File: src/rtl/fetch_redirect_pkg.sv
// Shared definitions for the fetch/redirect stage: FSM state codes, the
// HALT opcode, the default bubble instruction, the hold-buffer slot type
// and the 16-bit carry-lookahead adder used as the PC incrementer.
package fetch_redirect_pkg;

    localparam logic [1:0] ST_RUN    = 2'd0;
    localparam logic [1:0] ST_WAIT   = 2'd1;
    localparam logic [1:0] ST_DRAIN  = 2'd2;
    localparam logic [1:0] ST_HALTED = 2'd3;

    localparam logic [4:0]  OP_HALT           = 5'b00000;
    localparam logic [15:0] NOP_INSTR_DEFAULT = 16'h0800;

    // One fetched instruction together with the PC+2 of its fetch address.
    typedef struct packed {
        logic [15:0] instr;
        logic [15:0] pc2;
    } fetch_slot_t;

    // 16-bit generate/propagate adder; the carry out is dropped so the sum wraps.
    function automatic logic [15:0] cla_16bit(input logic [15:0] a, input logic [15:0] b);
        logic [15:0] g;
        logic [15:0] p;
        logic [16:0] c;
        g    = a & b;
        p    = a ^ b;
        c[0] = 1'b0;
        for (int i = 0; i < 16; i++) begin
            c[i+1] = g[i] | (p[i] & c[i]);
        end
        return p ^ c[15:0];
    endfunction

endpackage

File: src/rtl/fetch_hold_buf.sv
// One-entry skid register that parks a captured instruction while decode is
// stalled. clear (redirect) wins over load, load wins over drain.
module fetch_hold_buf
    import fetch_redirect_pkg::*;
(
    input  logic        clk,
    input  logic        rst,
    input  logic        clear_i,
    input  logic        load_i,
    input  logic        drain_i,
    input  fetch_slot_t slot_i,
    output logic        valid_o,
    output fetch_slot_t slot_o
);

    logic        valid_q;
    fetch_slot_t slot_q;

    // Occupancy flag: the only state that must be known after reset.
    always_ff @(posedge clk or posedge rst) begin
        if (rst) begin
            valid_q <= 1'b0;
        end else if (clear_i) begin
            valid_q <= 1'b0;
        end else if (load_i) begin
            valid_q <= 1'b1;
        end else if (drain_i) begin
            valid_q <= 1'b0;
        end
    end

    // Payload capture.
    // NOTE: the payload has no reset; valid_q qualifies it, so resetting it buys nothing.
    always_ff @(posedge clk) begin
        if (load_i) begin
            slot_q <= slot_i;
        end
    end

    assign valid_o = valid_q;
    assign slot_o  = slot_q;

endmodule

File: src/rtl/fetch_redirect.sv
// IF stage / PC owner. Issues instruction-memory requests, tolerates
// variable memory latency and decode stalls, applies EX redirects (killing
// wrong-path fetches) and stops at HALT.
// Optional feature macro: FETCH_ALIGN_ERR_EN (odd redirect targets raise a
// sticky align_err and halt the fetch; otherwise bit 0 is cleared on load).
module fetch_redirect
    import fetch_redirect_pkg::*;
#(
    parameter logic [15:0] RESET_PC  = 16'h0000,
    parameter logic [15:0] NOP_INSTR = NOP_INSTR_DEFAULT
) (
    input  logic        clk,
    input  logic        rst,
    input  logic        flush,
    input  logic [15:0] next_pc,
    input  logic        stall,
    output logic        imem_en,
    output logic [15:0] imem_addr,
    input  logic        imem_done,
    input  logic [15:0] imem_data,
    output logic [15:0] IFID_Instr,
    output logic [15:0] IFID_PcPlusTwo,
    output logic        IFID_Valid,
    output logic        halted,
    output logic        align_err
);

    logic [1:0]  state_q, state_d;
    logic [15:0] pc_q, pc_d;
    logic [15:0] tgt_q, tgt_d;
    logic [15:0] instr_q, instr_d;
    logic [15:0] pc2_q, pc2_d;
    logic        valid_q, valid_d;
    logic        bad_q, bad_d;

    logic        req;
    logic        fire;
    logic        misaligned;
    logic [15:0] redirect_pc;
    logic [15:0] pc_plus_two;
    logic        hold_valid;
    logic        hold_load;
    logic        hold_drain;
    fetch_slot_t hold_slot;
    fetch_slot_t cap_slot;

    assign pc_plus_two = cla_16bit(pc_q, 16'd2);
    assign cap_slot    = {imem_data, pc_plus_two};

`ifdef FETCH_ALIGN_ERR_EN
    logic align_q;

    assign misaligned  = next_pc[0];
    assign redirect_pc = next_pc;
    assign align_err   = align_q;

    // Sticky record of any redirect to an odd address.
    always_ff @(posedge clk or posedge rst) begin
        if (rst) begin
            align_q <= 1'b0;
        end else if (flush && misaligned) begin
            align_q <= 1'b1;
        end
    end
`else
    assign misaligned  = 1'b0;
    assign redirect_pc = next_pc & 16'hFFFE;
    assign align_err   = 1'b0;
`endif

    // Request is live in RUN only when decode can take data and the skid slot is free.
    always_comb begin
        req = 1'b0;
        case (state_q)
            ST_RUN:   req = ~stall & ~hold_valid;
            ST_WAIT:  req = 1'b1;
            ST_DRAIN: req = 1'b1;
            default:  req = 1'b0;
        endcase
    end

    assign fire      = req & imem_done;
    assign imem_en   = req & ~rst;
    // During DRAIN pc_q still holds the abandoned address; the target waits in tgt_q.
    assign imem_addr = pc_q;

    fetch_hold_buf u_hold (
        .clk     (clk),
        .rst     (rst),
        .clear_i (flush),
        .load_i  (hold_load),
        .drain_i (hold_drain),
        .slot_i  (cap_slot),
        .valid_o (hold_valid),
        .slot_o  (hold_slot)
    );

    // Next-state: redirect first, otherwise skid drain plus per-state fetch progress.
    always_comb begin
        // NOTE: every always_comb output gets a default first so no path leaves a latch.
        state_d    = state_q;
        pc_d       = pc_q;
        tgt_d      = tgt_q;
        instr_d    = instr_q;
        pc2_d      = pc2_q;
        valid_d    = valid_q;
        bad_d      = bad_q;
        hold_load  = 1'b0;
        hold_drain = 1'b0;

        if (flush) begin
            instr_d = NOP_INSTR;
            pc2_d   = 16'h0000;
            valid_d = 1'b0;
            bad_d   = misaligned;
            if (req && !imem_done) begin
                tgt_d   = redirect_pc;
                state_d = ST_DRAIN;
            end else begin
                pc_d    = redirect_pc;
                state_d = misaligned ? ST_HALTED : ST_RUN;
            end
        end else begin
            if (hold_valid && !stall) begin
                instr_d    = hold_slot.instr;
                pc2_d      = hold_slot.pc2;
                valid_d    = 1'b1;
                hold_drain = 1'b1;
            end
            case (state_q)
                ST_RUN, ST_WAIT: begin
                    if (fire) begin
                        pc_d = pc_plus_two;
                        if (stall) begin
                            hold_load = 1'b1;
                        end else begin
                            instr_d = imem_data;
                            pc2_d   = pc_plus_two;
                            valid_d = 1'b1;
                        end
                        state_d = (imem_data[15:11] == OP_HALT) ? ST_HALTED : ST_RUN;
                    end else if (req) begin
                        state_d = ST_WAIT;
                    end
                end
                ST_DRAIN: begin
                    if (imem_done) begin
                        pc_d    = tgt_q;
                        state_d = bad_q ? ST_HALTED : ST_RUN;
                    end
                end
                default: ;
            endcase
        end
    end

    // State and IF/ID registers.
    // NOTE: sequential state uses non-blocking assignments so every register samples pre-edge values.
    always_ff @(posedge clk or posedge rst) begin
        if (rst) begin
            state_q <= ST_RUN;
            pc_q    <= RESET_PC;
            tgt_q   <= RESET_PC;
            instr_q <= NOP_INSTR;
            pc2_q   <= 16'h0000;
            valid_q <= 1'b0;
            bad_q   <= 1'b0;
        end else begin
            state_q <= state_d;
            pc_q    <= pc_d;
            tgt_q   <= tgt_d;
            instr_q <= instr_d;
            pc2_q   <= pc2_d;
            valid_q <= valid_d;
            bad_q   <= bad_d;
        end
    end

    assign IFID_Instr     = instr_q;
    assign IFID_PcPlusTwo = pc2_q;
    assign IFID_Valid     = valid_q;
    assign halted         = (state_q == ST_HALTED);

endmodule

File: config.mk
export PLATFORM = sky130hd
export DESIGN_NAME = fetch_redirect
export DESIGN_NICKNAME = d
export VERILOG_FILES = /design/src/rtl/fetch_redirect_pkg.sv /design/src/rtl/fetch_hold_buf.sv /design/src/rtl/fetch_redirect.sv
export SDC_FILE = /design/constraint.sdc
export NUM_CORES = 1
export LEC_CHECK = 0
export BUFFER_PORTS_ARGS = -buffer_cell sky130_fd_sc_hd__buf_2
export CORE_MARGIN = 1.5
export CORE_UTILIZATION = 60
export DETAILED_ROUTE_END_ITERATION = 16
export PLACE_DENSITY_LB_ADDON = 0.12
export SLEW_MARGIN = 20
export SYNTH_ARGS = -nofsm -noshare
export SYNTH_HDL_FRONTEND = slang
export SYNTH_SLANG_ARGS = --single-unit
File: constraint.sdc
create_clock -name clk -period 9.95 [get_ports clk]
set_input_delay 0.4975 -clock clk [delete_from_list [all_inputs] [get_ports clk]]
set_output_delay 0.4975 -clock clk [all_outputs]
set_load 0.02 [all_outputs]
# Word-level counts from Yosys, hierarchy flattened

Index checks and enable logic that the tools add are counted.

Reductions and logical operators: 13
Mux-type cells: 37
Eq/ne operators: 7
Bitwise logic cells: 21

Operators with widths:

| operator             | number |
|---|---|
| $mux W16             | 14 |
| $pmux W16 S2         | 1 |
| $and A1 B1 Y1        | 16 |
| $xor A16 B16 Y16     | 1 |
| $mux W1              | 14 |
| $mux W2              | 6 |
| $ne A3 B3 Y1 const B | 2 |
| $reduce_bool A3 Y1   | 2 |
| $logic_not A5 Y1     | 1 |
| $eq A2 B2 Y1 const B | 2 |
| $ne A4 B4 Y1 const B | 1 |
| $not A1 Y1           | 4 |
| $pmux W2 S2          | 1 |
| $reduce_and A4 Y1    | 1 |
| $reduce_or A2 Y1     | 2 |
| $reduce_and A3 Y1    | 1 |
| $eq A2 B1 Y1 const B | 1 |
| $logic_and A1 B1 Y1  | 2 |
| $logic_not A1 Y1     | 2 |
| $logic_not A2 Y1     | 1 |
| $ne A2 B2 Y1 const B | 1 |
| $pmux W1 S2          | 1 |
| $reduce_and A2 Y1    | 1 |

Word-level logic and storage cells: 87
Bits of input ports: 37
Register bits: 99

# Logic depth before layout (Yosys ltp)

Gate-level depths: netlist (run 1).

Depth after elaboration: 18
Depth in mapped cells: 17
Depth with buffers taken out: 17

# Hierarchy

A second synthesis (run 1) with hierarchy kept.

Cell total of the unflattened synthesis: 378
Area total of the unflattened synthesis: 4,739.5 um^2

By module, submodules not included:

| module         | sequential area each (um^2) | cells an instance | area an instance (um^2) | times used |
|---|---|---|---|---|
| fetch_redirect | 1,627.8                     | 341               | 3,731.1                 | 1 |
| fetch_hold_buf | 985.9                       | 37                | 1,008.5                 | 1 |

# Worst setup path before layout (run 1)

No wires, ideal clock.

Kind: register to register
Start point: register state_q[0]
End point: register u_hold.slot_q (netlist bit u_hold.slot_o[10]), enable pin
Required time: 9.531 ns
Cell stages (with the launch flop): 7
Slack: 6.378 ns
Clock period less this slack: 3.572 ns
Data arrival time: 3.153 ns
Library setup time: 0.419 ns
Buffers on the path: 2
Cell sequence: dfrtp_1 > ha_1 > or4b_4 > a21o_1 > clkbuf_1 > buf_1 > nor2_1

Word-level cells in the longest chain between the ends: 7
Elaborated cells between the ends (all ways): 10
Those cells by class: eq/ne: 2; mux: 4; bitwise: 1; reduce/logical: 3

RTL lines:

| element                                             | RTL line                                    | RTL |
|---|---|---|
| start: declaration                                  | fetch_redirect.sv:28                        | `logic [1:0] state_q, state_d;` |
| start signal: assignment                            | fetch_redirect.sv:169                       | `state_q <= state_d;` |
| $eq A2 B2 Y1 / $eq A2 B1 Y1 (equally long branches) | fetch_redirect.sv:74, fetch_redirect.sv:130 |  |
| $reduce_or A2 Y1 (no source line)                   | --                                          |  |
| $pmux W1 S2                                         | fetch_redirect.sv:74                        | `case (state_q)` |
| $and A1 B1 Y1                                       | fetch_redirect.sv:82                        | `assign fire = req & imem_done;` |
| $mux W1                                             | fetch_redirect.sv:132                       | `if (fire) begin` |
| $mux W1 (*)                                         | fetch_redirect.sv:130                       | `case (state_q)` |
| $mux W1 (*)                                         | fetch_redirect.sv:111                       | `if (flush) begin` |
| named net hold_load                                 | fetch_redirect.sv:42                        | `logic hold_load;` |
| end signal: assignment                              | fetch_hold_buf.sv:36                        | `slot_q <= slot_i;` |
| end: declaration                                    | fetch_hold_buf.sv:17                        | `fetch_slot_t slot_q;` |

Mark *: on every way through the listed nets, which the timed path passes. The rest lies on a longest branch.
A chain may end at the register's enable or synchronous reset.

# Worst setup path after layout (run 1)

Start point: register pc_q[1], in the netlist imem_addr[1]
End point: register pc_q[15], in the netlist imem_addr[15]

Word-level cells in the longest chain between the ends: 17

RTL lines:

| element                     | RTL line                 | RTL |
|---|---|---|
| start: declaration          | fetch_redirect.sv:29     | `logic [15:0] pc_q, pc_d;` |
| start signal: assignment    | fetch_redirect.sv:170    | `pc_q <= pc_d;` |
| $and A1 B1 Y1 (13 in a row) | fetch_redirect_pkg.sv:29 | `c[i+1] = g[i] \| (p[i] & c[i]);` |
| $xor A16 B16 Y16            | fetch_redirect_pkg.sv:31 | `return p ^ c[15:0];` |
| named net pc_plus_two[15]   | fetch_redirect.sv:40     | `logic [15:0] pc_plus_two;` |
| $mux W16                    | fetch_redirect.sv:132    |  |
| $pmux W16 S2                | fetch_redirect.sv:130    |  |
| $mux W16                    | fetch_redirect.sv:111    |  |

The timed path passes the listed nets, and every way through them passes these cells. The select of a mux whose other input is x is not followed.

==> impl_metrics.py, run 1 <==
metrics = {
    "finish": {
        "instances_no_fill": 553,
        "fillers": 583,
        "area_growth_pct": 13.7,
        "drive_gt1_share_pct": 31.5,
        "antenna_cells": 0,
        "multiInputGateArea_sq_mm": 0.00199,
        "seq_area_sq_mm": 0.00258,
        "fin_util_pct": 69.9,
        "nNetsFinal": 500,
    },
    "clock_network": {
        "htree_levels": 3,
        "clock_latency_ns": 0.35,
        "clockBufferDepth": 2,
        "holdBufCountCts": 0,
        "cts-root-buf": "clkbuf_8",
        "clkSinkCount": 97,
        "cts_buffers": 9,
        "cts.clk_slew.worst_paths_ns": 0.10,
        "cts_tree": "yes",
        "postCtsSetupRepairBufs": 0,
        "cts_resized": 0,
    },
    "timing": {
        "clock-skew-final_ns": 0.00983,
        "slew_viol_final": 0,
        "finalHoldViolCount": 0,
        "fmax_mhz": 270,
        "layout_setup_ws_ns": 6.24,
        "rsz0062_at_grt": "no",
        "relSlewSlack_pct": 32.1,
        "setup_tns_ns": 0,
        "fin_crit_ns": 3.71,
        "tightest_slew_ns": 1.02,
        "finalSetupViolCount": 0,
        "finalCritPeriodShare_pct": 37.3,
    },
    "yosys": {
        "async_flop_share_pct": 68.0,
        "avgSynthCellArea_sq_um": 12.6,
        "ys_ff_latch": 97,
        "ys_types": 42,
        "yosysSeqAreaShare_pct": 54.7,
        "yosys_most_used_dff": "dfrtp_1",
        "synth_enable_flop_cells": 31,
        "yosysWarnings": 0,
        "synthCells": 374,
        "synth_area_sq_mm": 0.00473,
    },
    "worst_hold_path": {
        "hp-class": "input port to flop",
        "min_from": "imem_data[2]",
        "min_path_cells": 1,
        "holdPathEnd": "u_hold.slot_o[18]$_DFFE_PP_",
    },
    "setup_path": {
        "rr_worst_depth": 17,
        "start_kind": "flop",
        "critPathKind": "flop to flop",
        "crit_chain": "ha_1 > ha_1 > ha_1 > ha_1 > ha_1 > ha_1 > ha_1 > ha_1 > ha_1 > ha_1 > ha_1 > ha_1 > ha_1 > xor2_1 > mux2i_1 > o21ai_0 > mux2_2",
        "slowest_stage": "dfrtp_1",
        "timing.rr.end": "imem_addr[15]$_DFFE_PP0P_",
        "crit_path_max_incr_delay_ns": 0.44,
        "critical_path.endpoint_type": "flop",
        "r2r-start": "imem_addr[1]$_DFFE_PP0P_",
        "r2r_slack_ns": 6.24,
        "cpMostUsedCell": "ha_1",
        "crit_buf_inv": 0,
        "arrival_ns": 3.95,
        "required_ns": 10.19,
        "path_delay_family": "adder cells",
        "cp_max_fo": 5,
    },
    "die": {
        "chipHeight_um": 91.8,
        "io_pins": 89,
        "die_x_um": 91.8,
        "core_area_sq_mm": 0.00769,
        "dieArea_sq_mm": 0.00842,
        "initial_core_util_pct": 61.5,
        "rows": 32,
    },
    "route": {
        "num_vias": 3233,
        "vias_per_cell": 5.85,
        "post-route-drc-count": 0,
        "routed_wl_mm": 9.79,
        "wl_per_cell_um": 17.7,
        "first_iter_violations": 149,
        "drt_pass1_iterations": 4,
        "final_antenna_net_count": 0,
    },
    "global_routing": {
        "gr-usage-met1_pct": 32.1,
        "grt_pass1_vias": 3217,
        "busiest_layer": "met2",
        "overflow": 0,
        "grt_use_met2_pct": 41.9,
        "grt_max_degree": 70,
        "antenna_found_initial": 0,
        "grt_first_pass_wirelength_mm": 16.1,
        "grt_use_total_pct": 24.5,
        "grtUsageMet3_pct": 5.22,
    },
    "power": {
        "power_density_mw_per_mm2": 283,
        "seqPwrFrac_pct": 41.9,
        "comb_power_share_pct": 42.0,
        "intPower_uw": 945,
        "switching_share_pct": 37.9,
        "pwr-share-clk_pct": 16.2,
        "max-vdd-ir-drop_mv": 0.148,
        "netSwitchingPower_uw": 578,
        "p_leak_nw": 2.29,
        "total_power_mw": 1.52,
    },
    "place": {
        "port_buffers": 85,
        "dp_cells": 537,
        "dpl.hpwl_mm": 5.96,
        "place_ws_ns": 6.24,
        "place_congestion": 0.857,
    },
    "job": {
        "maxCapViolCount": 0,
    },
    "run_status": {
        "status": "completed",
    },
}
placed cells by master (no fill, tap or decap), types with 2 or more instances in the layout:
master	Yosys	routed
buf_2	4	85
o31a_1	3	3
a211oi_1	45	45
clkbuf_8	0	9
o21ai_0	17	17
inv_1	6	5
or2_1	2	2
edfxtp_1	31	31
a21oi_1	2	2
ha_1	17	16
buf_4	2	5
nor3_1	19	19
mux2i_1	47	47
conb_1	1	2
nor2_1	4	3
clkinv_1	0	2
dfrtp_1	65	65
mux2_2	21	21
mux2_4	10	10
nor2b_1	15	14
nand2_1	17	17
nand3_1	2	2
nand2b_1	3	3
metrics by stage:
stage          area, sq um  hold slack (ns)
6_report              5370            0.325
5_1_grt               5370            0.307
4_1_cts               5370            0.315
3_5_place_dp          5180            0.496
3_3_place_gp          5180            0.484
2_1_floorplan         4730            0.479
cells in the mapped netlist (all sizes together) (2+ instances only):
cell    number  area, sq um
and2         2         15.0
a21boi       2         15.0
buf         13         87.6
mux2i       47          470
nand2       17         63.8
inv          6         22.5
edfxtp      31          931
nand2b       3         18.8
a21oi        2         10.0
dfrtp       65         1630
nor2b       15         93.8
ha          17          213
clkbuf      17         63.8
nor3        19         95.1
a211oi      45          338
nor2         4         15.0
o31a         3         26.3
or2          2         12.5
o21ai       17         85.1
nand3        2         10.0
mux2        31          387
cell families after synthesis:
group	synth area share, %
xor gates and xnor gates	0.185
buffers and inverters	3.68
and+or+nand+nor	7.89
muxes	18.1
DFF	54.7
other	0.0794
adders and majority gates	4.50
AOI/OAI and AO/OA	10.9
worst max path at each step:
stage | startpoint | end | slack (ns) | cells past startpoint
floorplan | state_q[0]$_DFFE_PP0P_ | u_hold.slot_o[10]$_DFFE_PP_ | 6.38 | 6
global placement | imem_addr[1]$_DFFE_PP0P_ | imem_addr[15]$_DFFE_PP0P_ | 6.32 | 17
detailed placement | imem_addr[1]$_DFFE_PP0P_ | imem_addr[15]$_DFFE_PP0P_ | 6.24 | 17
CTS | imem_addr[1]$_DFFE_PP0P_ | imem_addr[15]$_DFFE_PP0P_ | 6.24 | 17
global route | imem_addr[1]$_DFFE_PP0P_ | imem_addr[15]$_DFFE_PP0P_ | 6.07 | 17
finish | imem_addr[1]$_DFFE_PP0P_ | imem_addr[15]$_DFFE_PP0P_ | 6.24 | 17
power groups by stage:
stage               sequential, mW  combinational, mW  clock, mW
CTS                          0.636              0.643      0.250
detailed placement           0.642              0.640          0
floorplan                    0.728              0.371          0
finish                       0.638              0.639      0.246
global route                 0.652              0.696      0.269
global placement             0.635              0.626          0
final cells by class:
| cell class | count | share of cell area (%) |
|---|---|---|
| tap | 102 | 2.37 |
| multi-input combinational | 242 | 37.0 |
| clock inverter | 6 | 1.09 |
| timing repair buffer | 90 | 8.61 |
| inverter | 6 | 0.419 |
| clock buffer | 10 | 2.37 |
| sequential | 97 | 48.1 |
sequential cells by signal, indices dropped and copies added (netlist names):
| name | count |
|---|---|
| IFID_Instr | 16 |
| IFID_PcPlusTwo | 16 |
| IFID_Valid | 1 |
| imem_addr | 15 |
| state_q | 2 |
| tgt_q | 15 |
| u_hold.slot_o | 31 |
| u_hold.valid_o | 1 |
metal layers:
metal	part of all wire (%)	vias to the layer above
li1	-	1525
met5	0	-
met1	46	1641
met2	50	61
met4	0.67	0
met3	3.7	6
No activity file was read; power rests on OpenSTA's default activity.
==> inputs of run 2 (changes only) <==
--- a/config.mk
+++ b/config.mk
@@ -7,7 +7,7 @@
 export LEC_CHECK = 0
 export BUFFER_PORTS_ARGS = -buffer_cell sky130_fd_sc_hd__buf_2
 export CORE_MARGIN = 1.5
-export CORE_UTILIZATION = 60
+export CORE_UTILIZATION = 56
 export DETAILED_ROUTE_END_ITERATION = 16
 export PLACE_DENSITY_LB_ADDON = 0.12
 export SLEW_MARGIN = 20
==> constraint.sdc (replaced) <==
create_clock -name clk -period 3.7 [get_ports clk]
set_input_delay 0.185 -clock clk [delete_from_list [all_inputs] [get_ports clk]]
set_output_delay 0.185 -clock clk [all_outputs]
set_load 0.02 [all_outputs]
==> run 2 against run 1 <==
Flip-flop and latch count did not move. Clock skew barely moved. Hold slack got worse by 0.32 ns. Worst setup slack got worse by 6.0 ns. Non-clock buffer count rose by 7. Clock power rose to 2.8 times the previous value. Global-route usage fell by 0.84 points. Register-to-register slack got worse by 6.0 ns. Via count did not move.
==> impl_metrics.py, run 2 (synthesized netlist as in run 1, its figures left out) <==
metrics = {
    "die": {
        "die_x_um": 94.9,
        "rows": 33,
        "chipHeight_um": 94.9,
        "initial_core_util_pct": 57.8,
        "core_area_sq_mm": 0.00818,
        "io_pins": 89,
        "dieArea_sq_mm": 0.00900,
    },
    "clock_network": {
        "htree_levels": 3,
        "clkSinkCount": 97,
        "cts-root-buf": "clkbuf_8",
        "cts_buffers": 9,
        "cts_tree": "yes",
        "cts.clk_slew.worst_paths_ns": 0.09,
        "clockBufferDepth": 2,
        "clock_latency_ns": 0.36,
    },
    "setup_path": {
        "critical_path.endpoint_type": "flop",
        "start_kind": "flop",
        "arrival_ns": 3.76,
        "critPathKind": "flop to flop",
        "cp_max_fo": 3,
        "required_ns": 3.95,
    },
    "route": {
        "final_antenna_net_count": 0,
        "post-route-drc-count": 0,
        "num_vias": 3233,
        "met1_length_mm": 4.50,
        "first_iter_violations": 116,
        "vias_per_cell": 5.74,
        "routed_wl_mm": 10.0,
        "met3_length_um": 458,
        "wl_per_cell_um": 17.8,
        "top_layer": "met4",
        "routed-wl-met2_mm": 4.90,
        "drt_pass1_iterations": 5,
    },
    "timing": {
        "setup_tns_ns": 0,
        "fin_crit_ns": 3.51,
        "fmax_mhz": 285,
        "finalSetupViolCount": 0,
        "whs_ns": 0.00383,
        "clock-skew-final_ns": 0.0103,
        "slew_viol_final": 0,
        "relSlewSlack_pct": 37.5,
        "finalCritPeriodShare_pct": 94.8,
        "rsz0062_at_grt": "no",
        "tightest_slew_ns": 0.937,
        "finalHoldViolCount": 0,
    },
    "finish": {
        "antenna_cells": 0,
        "drive_gt1_share_pct": 32.8,
        "largest_reg_flops": 31,
        "nNetsFinal": 507,
        "fillers": 674,
        "final_common_cell": "buf_2",
        "layout_common_cells": "buf_2 (85), dfrtp_1 (65), mux2i_1 (47)",
        "fin_util_pct": 66.9,
        "area_growth_pct": 15.7,
    },
    "place": {
        "port_buffers": 85,
        "place_congestion": 0.876,
        "dpl.hpwl_mm": 6.58,
    },
    "power": {
        "comb_power_share_pct": 42.4,
        "pwr-share-clk_pct": 16.4,
        "power_density_mw_per_mm2": 759,
        "intPower_mw": 2.57,
        "netSwitchingPower_mw": 1.58,
        "switching_share_pct": 38.1,
        "max-vdd-ir-drop_mv": 0.419,
        "p_leak_nw": 2.33,
        "seqPwrFrac_pct": 41.2,
    },
    "worst_hold_path": {
        "hp-class": "input port to async pin",
    },
    "global_routing": {
        "grt_use_total_pct": 23.6,
        "grt_pass1_vias": 3296,
        "overflow": 0,
        "grt_max_degree": 40,
        "antenna_found_initial": 0,
        "grt_first_pass_wirelength_mm": 16.2,
    },
    "run_status": {
        "status": "completed",
    },
    "job": {
        "maxCapViolCount": 0,
    },
}
-- run 2: changes by cell type in the layout (fill, tap and decap cells not counted), sizes merged --
cell         change
buf              +4
clkbuf           -1
clkinv           +1
clkinvlp         -1
dlygate4sd3      +3
inv              +1
-- run 2: through the flow --
step	area (sq um)	std cells	power (mW)	setup WS, ns
detailed placement	5230	544	3.48	0.144
CTS	5460	563	4.17	0.130
finish	5470	563	4.15	0.194
floorplan	4730	375	2.96	0.128
global route	5470	563	4.40	0.00868
global placement	5230	544	3.43	0.177
-- run 2: worst max-delay path, cell delays in order (launching register included) --
cell and delay [ns]:
dfrtp_1 0.40, ha_1 0.19, ha_1 0.18, ha_1 0.18
ha_2 0.17, ha_1 0.18, ha_1 0.18, ha_1 0.18
ha_1 0.18, ha_1 0.18, ha_1 0.18, ha_1 0.18
ha_1 0.18, ha_2 0.18, xor2_2 0.18, mux2i_1 0.13
o21ai_1 0.07, mux2_2 0.27
-- run 2: metal layers --
layer	global-route usage [%]	vias up
met5	0	-
met4	7.71	0
met3	4.75	15
met2	39.6	84
met1	30.6	1592
li1	-	1542
-- run 2: power by group through the flow --
stage | Combinational [mW] | Clock [mW] | Sequential [mW]
3_3_place_gp | 1.72 | 0 | 1.71
6_report | 1.76 | 0.681 | 1.71
5_1_grt | 1.91 | 0.736 | 1.75
2_1_floorplan | 0.999 | 0 | 1.96
4_1_cts | 1.76 | 0.696 | 1.71
3_5_place_dp | 1.75 | 0 | 1.73
-- run 2: area by class of cell --
type / instances / area, sq um / area share (%)
clock buffer: 9 / 124 / 2.27
clock inverter: 7 / 70.1 / 1.28
inverter: 6 / 22.5 / 0.412
multi-input combinational: 242 / 2000 / 36.6
sequential: 97 / 2580 / 47.3
tap: 105 / 131 / 2.40
timing repair buffer: 97 / 536 / 9.79
-- run 2: repair_timing --
| action | in CTS | in global routing |
|---|---|---|
| endpoints found under the hold margin | 3 | 0 |
| endpoints found under the setup margin | 0 | 1 |
| hold buffers | 3 | 0 |
| gates resized for setup | 0 | 4 |
| setup buffers | 0 | 0 |
-- run 2: worst paths after layout --
kind	from	to	slack, ns	cells past startpoint
setup / recovery	imem_addr[2]$_DFFE_PP0P_	imem_addr[15]$_DFFE_PP0P_	0.19	17
hold / removal	rst	IFID_PcPlusTwo[1]$_DFF_PP0_	0.004	2
setup reg to reg	imem_addr[2]$_DFFE_PP0P_	imem_addr[15]$_DFFE_PP0P_	0.19	17
hold reg to reg	tgt_q[14]$_DFFE_PP0P_	tgt_q[14]$_DFFE_PP0P_	0.51	1
max in group asynchronous	rst	tgt_q[15]$_DFFE_PP0P_	2.81	3
min in group clk	imem_data[2]	u_hold.slot_o[18]$_DFFE_PP_	0.01	1
